$ cat config.mk
export PLATFORM = sky130hd
export DESIGN_NAME = regfile_rename
export DESIGN_NICKNAME = d
export VERILOG_FILES = /design/src/rtl/regfile_rename.sv
export SDC_FILE = /design/constraint.sdc
export NUM_CORES = 2
export LEC_CHECK = 0
export CORE_MARGIN = 5
export CORE_UTILIZATION = 64
export CTS_CLUSTER_SIZE = 25
export DETAILED_ROUTE_END_ITERATION = 16
export PLACE_DENSITY_LB_ADDON = 0.05
export SYNTH_ARGS = -nofsm -noshare
export SYNTH_HDL_FRONTEND = slang
export SYNTH_SLANG_ARGS = --single-unit
export TNS_END_PERCENT = 30
$ cat constraint.sdc
create_clock -name clk -period 24.6 [get_ports clk]
set_clock_uncertainty 0.2 [all_clocks]
set_input_delay 3.69 -clock clk [delete_from_list [all_inputs] [get_ports clk]]
set_output_delay 3.69 -clock clk [all_outputs]
set_load 0.01 [all_outputs]
$ cat src/rtl/regfile_rename.sv
// Architectural register file with per-register rename tags. Dispatch reads are
// combinational (0 cycles) with commit bypass. All state holds while rdy is low.
module regfile_rename #(
    parameter int REG_NUM = 32,
    parameter int NAME_W  = 5,
    parameter int NICK_W  = 5,
    parameter int DATA_W  = 32
) (
    input  logic              clk,
    input  logic              rst,
    input  logic              rdy,
    input  logic              iCLR,
    input  logic              iROB_nick_en,
    input  logic [NICK_W-1:0] iROB_nick,
    input  logic [NAME_W-1:0] iROB_nick_regnm,
    input  logic              iROB_en,
    input  logic [NAME_W-1:0] iROB_rd_regnm,
    input  logic [DATA_W-1:0] iROB_rd_dt,
    input  logic [NICK_W-1:0] iROB_rd_nick,
    input  logic [NAME_W-1:0] iDP_rs1_regnm,
    input  logic [NAME_W-1:0] iDP_rs2_regnm,
    output logic [DATA_W-1:0] oDP_rs1_dt,
    output logic [NICK_W-1:0] oDP_rs1_nick,
    output logic [DATA_W-1:0] oDP_rs2_dt,
    output logic [NICK_W-1:0] oDP_rs2_nick,
    output logic [5:0]        oBUSY_cnt
);

    logic [DATA_W-1:0] r_data [REG_NUM];
    logic [NICK_W-1:0] r_nick [REG_NUM];
    logic [5:0]        r_busy_cnt;

    logic [NICK_W-1:0] w_nick_nxt [REG_NUM];
    logic [5:0]        w_busy_nxt;
    logic              w_commit;
    logic              w_rename;

    logic [NAME_W-1:0] w_rs      [2];
    logic [DATA_W-1:0] w_rd_dt   [2];
    logic [NICK_W-1:0] w_rd_nick [2];

    assign w_commit = iROB_en && (iROB_rd_regnm != '0);
    // Nick 0 means "no producer", so a rename carrying it is meaningless and dropped.
    assign w_rename = iROB_nick_en && !iCLR && (iROB_nick_regnm != '0) && (iROB_nick != '0);

    // Rename beats a matching commit on the same register; clear beats both.
    always_comb begin
        w_busy_nxt = '0;
        for (int i = 0; i < REG_NUM; i++) begin
            w_nick_nxt[i] = r_nick[i];
            if (i == 0 || iCLR) begin
                w_nick_nxt[i] = '0;
            end else if (w_rename && (iROB_nick_regnm == NAME_W'(i))) begin
                w_nick_nxt[i] = iROB_nick;
            end else if (w_commit && (iROB_rd_regnm == NAME_W'(i)) &&
                         (r_nick[i] == iROB_rd_nick)) begin
                w_nick_nxt[i] = '0;
            end
            if (w_nick_nxt[i] != '0) begin
                w_busy_nxt = w_busy_nxt + 6'd1;
            end
        end
    end

    always_ff @(posedge clk or negedge rst) begin
        if (!rst) begin
            for (int i = 0; i < REG_NUM; i++) begin
                r_data[i] <= '0;
                r_nick[i] <= '0;
            end
            r_busy_cnt <= '0;
        end else if (rdy) begin
            if (w_commit) begin
                r_data[iROB_rd_regnm] <= iROB_rd_dt;
            end
            for (int i = 0; i < REG_NUM; i++) begin
                r_nick[i] <= w_nick_nxt[i];
            end
            r_busy_cnt <= w_busy_nxt;
        end
    end

    assign w_rs[0] = iDP_rs1_regnm;
    assign w_rs[1] = iDP_rs2_regnm;

    // Reads look only at current state plus the commit port, never at a same-cycle rename.
    always_comb begin
        for (int p = 0; p < 2; p++) begin
            w_rd_dt[p]   = r_data[w_rs[p]];
            w_rd_nick[p] = r_nick[w_rs[p]];
            if (w_rs[p] == '0) begin
                w_rd_dt[p]   = '0;
                w_rd_nick[p] = '0;
            end else if ((r_nick[w_rs[p]] != '0) && iROB_en &&
                         (iROB_rd_regnm == w_rs[p]) &&
                         (iROB_rd_nick == r_nick[w_rs[p]])) begin
                w_rd_dt[p]   = iROB_rd_dt;
                w_rd_nick[p] = '0;
            end
        end
    end

    assign oDP_rs1_dt   = w_rd_dt[0];
    assign oDP_rs1_nick = w_rd_nick[0];
    assign oDP_rs2_dt   = w_rd_dt[1];
    assign oDP_rs2_nick = w_rd_nick[1];
    assign oBUSY_cnt    = r_busy_cnt;

endmodule

# == Word-level counts from Yosys, hierarchy flattened ==
# Index checks and enable logic that the tools add are counted.
# op_classes
n_addsub,30
order_cmp,4
eq_ne,97
muxes,147
bitwise,3
reduce_logical,144
# op_table
op,n
$bwmux W1024,1
$mux W5,101
$bmux W32 S5,2
$mux W32,9
$add A6 B1 Y6 const B,30
$mux W6,30
$reduce_bool A5 Y1,36
$eq A5 B5 Y1,35
$demux W32 S5,1
$eq A5 B5 Y1 const B,32
$logic_and A1 B1 Y1,104
$eq A5 B4 Y1 const B,16
$bmux W5 S5,2
$eq A5 B3 Y1 const B,8
$eq A5 B2 Y1 const B,4
$ge A6 B6 Y1 const B,3
$not A5 Y6,3
$eq A5 B1 Y1 const B,2
$logic_not A5 Y1,2
$lt A6 B1 Y1 const B,1
$reduce_and A2 Y1,1
$logic_not A1 Y1,1
$mux W1,1
# word_totals
ff_bits,1185
in_bits,68
output_inout_bits,80
wordCells,489

# == Longest topological paths before layout ==
# logic_depth
ltp_word,69
depth_mapped,106
ltp_nobuf,101

# == Least setup slack after synthesis ==
# OpenSTA, ideal clock, no wires.
# synth_timing
path_type,input port to flip-flop
from,input iROB_rd_nick[2]
to,"register r_busy_cnt[5], in the netlist oBUSY_cnt[5]"
setup_ps,126
t_arrival_ps,22341
t_required_ps,24274
path_slack_ps,1933
cell_stages,104
path_buffers,5
path_cell_list,buf_4 -> buf_2 -> buf_1 -> clkbuf_1 -> xnor2_1 -> nand4_1 -> nor4_1 -> o21ai_0 -> nand2_1 -> inv_1 -> ha_1 -> inv_1 -> xnor2_1 -> ha_1 -> o21ai_0 -> o31ai_1 -> ha_1 -> nor3b_1 -> [68 not listed] -> ha_1 -> inv_1 -> a21oi_1 -> o31a_1 -> ha_1 -> mux2_2 -> ha_1 -> mux2_2 -> ha_1 -> nand2_1 -> inv_1 -> nor2_1 -> o22ai_1 -> mux2i_1 -> xor3_1 -> a211oi_1 -> and4b_1 -> a221o_1
# synth_via
elab_chain_cells,67
word_cells_on_any_way,247
classes_between,add/sub (30); eq/ne (31); mux (124); reduce/logical (62)
# synth_rtl
element,line_no,source
"start, declared",19,"input logic [NICK_W-1:0] iROB_rd_nick,"
$eq A5 B5 Y1,56,(r_nick[i] == iROB_rd_nick)) begin
$logic_and A1 B1 Y1,55,end else if (w_commit && (iROB_rd_regnm == NAME_W'(i)) &&
$mux W5,55,
$mux W5,53,end else if (w_rename && (iROB_nick_regnm == NAME_W'(i))) begin
$mux W5,51,if (i == 0 || iCLR) begin
$reduce_bool A5 Y1,59,if (w_nick_nxt[i] != '0) begin
$mux W1,59,
$add A6 B1 Y6,60,w_busy_nxt = w_busy_nxt + 6'd1;
[51 not listed],--,
$add A6 B1 Y6,60,
$mux W6,59,
$add A6 B1 Y6,60,
$mux W6,59,
$add A6 B1 Y6,60,
$mux W6,59,
$add A6 B1 Y6,60,
$mux W6 *,59,
"end signal, assigned",79,r_busy_cnt <= w_busy_nxt;
"end, declared",31,logic [5:0] r_busy_cnt;
# Every way passes the cells marked *; elsewhere a longest branch is shown, timed or not.
# A chain may end at the register's enable or synchronous reset.

# == Worst setup path after layout ==
# layout_timing
from,input iROB_nick[3]
to,"register r_busy_cnt[5], in the netlist oBUSY_cnt[5]"
# layout_via
elab_chain_cells,67
word_cells_on_any_way,187
classes_between,add/sub (30); mux (93); reduce/logical (64)
# layout_rtl
element,line_no,source
"start, declared",14,"input logic [NICK_W-1:0] iROB_nick,"
$reduce_bool A5 Y1,44,assign w_rename = iROB_nick_en && !iCLR && (iROB_nick_regnm != '0) && (iROB_nick != '0);
$logic_and A1 B1 Y1,44,
$logic_and A1 B1 Y1,53,
$mux W5,53,
$mux W5,51,
$reduce_bool A5 Y1,59,
$mux W1,59,
$add A6 B1 Y6,60,
[51 not listed],--,
$add A6 B1 Y6,60,
$mux W6,59,
$add A6 B1 Y6,60,
$mux W6,59,
$add A6 B1 Y6,60,
$mux W6,59,
$add A6 B1 Y6,60,
$mux W6 *,59,
# Marks and branches as above.

==> results.py <==
metrics = {
    "placement": {
        "dp.cells": 6352,
        "routabilityCongestion": 0.9596,
        "post-place-ws_ps": -1.457,
        "io_buffers": 147,
        "dp_hpwl_mm": 122.8,
        "postPlaceCellArea_um2": 74100,
    },
    "route": {
        "antenna_left": 0,
        "num_vias": 48724,
        "drc": 0,
        "dr.pass1.iters": 8,
        "viasPerCell": 7.385,
        "drt_wl_total_mm": 214.4,
        "drt-initial-drc-count": 6039,
        "wl_per_cell_um": 32.49,
    },
    "critical_path": {
        "r2r_cells": 101,
        "cpLargestDelayFamily": "adder cells",
        "timing.rr.start": "r_nick[147]",
        "crit_buf_inv": 9,
        "critPathMaxStageDelay_ps": 650,
        "r2r_end": "oBUSY_cnt[5]",
        "start_kind": "input port",
        "path_max_fanout": 11,
        "r2r_setup_slack_ps": 4490,
        "arrival_ps": 23710,
        "crit_required_ps": 25030,
        "crit_path_frequent_cell": "ha_1",
        "cp-end-kind": "flop",
        "cp_slowest_cell": "or4_4",
        "critical_path_class": "in2reg",
    },
    "synthesis": {
        "ys_seq_area_frac": 0.4136,
        "synth_edf_count": 0,
        "ys_types": 101,
        "synth_top_area_frac": 0.4136,
        "synthesis.nets": 5229,
        "synth_xor_area_frac": 0.04171,
        "synthFlopType": "dfrtp_1",
        "yosys_register_bits": 1185,
        "synth_fa_ha_area_frac": 0.005392,
        "yosysWarnings": 0,
        "yosys.area_share.simple": 0.04412,
        "synth_top_family_by_area": "multiplexers",
        "syn_inst": 5131,
        "yosys.area.top_type": "dfrtp_1",
        "synth_compound_gate_area_share": 0.06312,
        "async_flop_share": 1.000,
        "netlist_area_um2": 71700,
        "synthMuxAreaShare": 0.4018,
        "avgSynthCellArea_um2": 13.97,
        "synthTopCellsByArea": "dfrtp_1 41%, mux4_2 23%, mux2_2 16%",
    },
    "final_layout": {
        "multi_input_area_um2": 40220,
        "fillerInstances": 7377,
        "nets": 5100,
        "syn_to_final_growth_pct": 10.00,
        "utilization": 0.7107,
        "drive_above_1_share": 0.4336,
        "fin_area_um2": 78870,
        "stdcell_count": 6598,
        "layout.cells.most_common": "dfrtp_1",
        "layout_common_cells": "1185 x dfrtp_1, 1014 x mux2_2, 730 x mux4_2, 237 x nor2_1, 154 x o2bb2ai_1",
        "ff_latch_area_um2": 29650,
    },
    "global_route": {
        "grt_max_degree": 136,
        "grt_pass1_vias": 49492,
        "grtUsageTotal": 0.3655,
        "antenna_found_initial": 7,
        "grt_overflow": 0,
        "grt_pass1_wl_mm": 322.2,
    },
    "floorplan": {
        "start_util": 0.6461,
        "core-area_um2": 111000,
        "num_rows": 122,
        "dieArea_um2": 118800,
        "design.portCount": 148,
        "fp.dieH_um": 344.7,
        "fp.dieW_um": 344.7,
    },
    "cts": {
        "numCtsBuffers": 134,
        "cts_tree": "done",
        "clock_latency_ps": 760,
        "clk_pin_slew_ps": 60,
        "h-tree-depth": 4,
        "hold_buffers": 0,
        "clock-root-buffer": "clkbuf_16",
        "cts_sinks": 1185,
        "cts.path.max_buffers": 3,
    },
    "hold_path": {
        "hold_path.class": "reg2reg",
        "worstHoldStart": "r_data[1022]",
        "whs_endpoint": "r_data[1022]",
        "hold_path_depth": 0,
    },
    "timing": {
        "period_share": 0.9463,
        "final_hold_viol_count": 0,
        "fin_hold_ws_ps": 192.0,
        "fmax_mhz": 42.96,
        "finalCriticalPeriod_ps": 23280,
        "rsz0062_at_grt": "no",
        "worst_slack_ps": 1320,
        "worst_slew_pin_slew_ps": 1189,
        "slew_viol_final": 0,
        "setup_tns_ps": 0,
        "finalSetupViolations": 0,
        "slew_headroom": 0.2047,
    },
    "pwr": {
        "p_leak_nw": 33.40,
        "irDropWorstVdd_mv": 0.1142,
        "finalPower_mw": 6.900,
        "p_per_area_nw_per_um2": 87.49,
    },
    "flow_run": {
        "cap_violations": 0,
    },
    "run_status": {
        "status": "completed",
    },
}
## registers in the layout, summed over array words and instances (netlist names)
register / cells
oBUSY_cnt: 6
r_nick: 155
r_data: 1024
## cell usage after synthesis (7+ instances only)
library cell  count
nor3_1           38
a21oi_1         118
nand2b_1         11
a22oi_1         145
o211ai_1          7
xnor3_1          11
ha_1             30
nor4_1           32
and3_1            9
or4_1            27
buf_1           103
clkbuf_1        405
a22o_1           11
nor3b_1           8
xnor2_1         147
o21ai_0          33
o2bb2ai_1       155
nor2_1          263
dfrtp_1        1185
nand3_1          26
inv_1            30
nand4_1          32
nand3b_1          8
o22ai_1           9
a211oi_1         35
nand2_1          79
or2_2             7
nor2b_1          16
a31oi_1           9
xor2_1          104
and2_1           14
or3_1            10
mux2_2         1014
mux2i_1          92
a32oi_1          11
buf_2            10
xnor2_2          12
mux4_2          730
nor4_2            7
## report_power, final
group          leakage [nW]  internal, mW  switching (mW)
Combinational          15.2          1.17            1.21
Clock                  2.30          1.26           0.849
Sequential             15.9          2.20           0.217
Total                  33.4          4.63            2.27
## repair_timing
item                                    in CTS  in global routing
setup buffers                                0                  2
endpoints found under the setup margin       0                  5
gates resized for setup                      0                 20
## per-layer routing
layer  vias up  track usage  part of all wire
met1     25728       0.5091              0.39
met4         6       0.1567             0.049
met3       613      0.08965              0.10
li1      19712            -                 -
met2      2665       0.5594              0.46
met5         -            0           0.00022
## logic make-up after synthesis
kind of cell	count (synthesis)
adder cells (fa/ha/maj)	31
AND/OR/NAND/NOR	619
XOR/XNOR	290
buffers and inverters	560
flip-flops	1185
AO/OA/AOI/OAI	608
multiplexers	1838
## worst max-delay path by stage
| stage | from | to | cells after the start |
|---|---|---|---|
| detailed placement | iROB_rd_regnm[2] | oBUSY_cnt[5] | 102 |
| global route | iROB_nick[3] | oBUSY_cnt[5] | 102 |
| global placement | iROB_rd_regnm[2] | oBUSY_cnt[5] | 102 |
| finish | iROB_nick[3] | oBUSY_cnt[5] | 102 |
| CTS | iROB_rd_regnm[2] | oBUSY_cnt[5] | 102 |
| floorplan | iROB_rd_nick[2] | oBUSY_cnt[5] | 104 |
## area by class of cell
| type | instances | area share |
|---|---|---|
| antenna | 6 | 0.0001904 |
| clock buffer | 197 | 0.05102 |
| clock inverter | 41 | 0.007868 |
| inverter | 32 | 0.001555 |
| multi-input combinational | 3386 | 0.5100 |
| sequential | 1185 | 0.3760 |
| tap | 1488 | 0.02361 |
| timing repair buffer | 263 | 0.02982 |
Note: power is estimated with default switching activity, not from simulation.
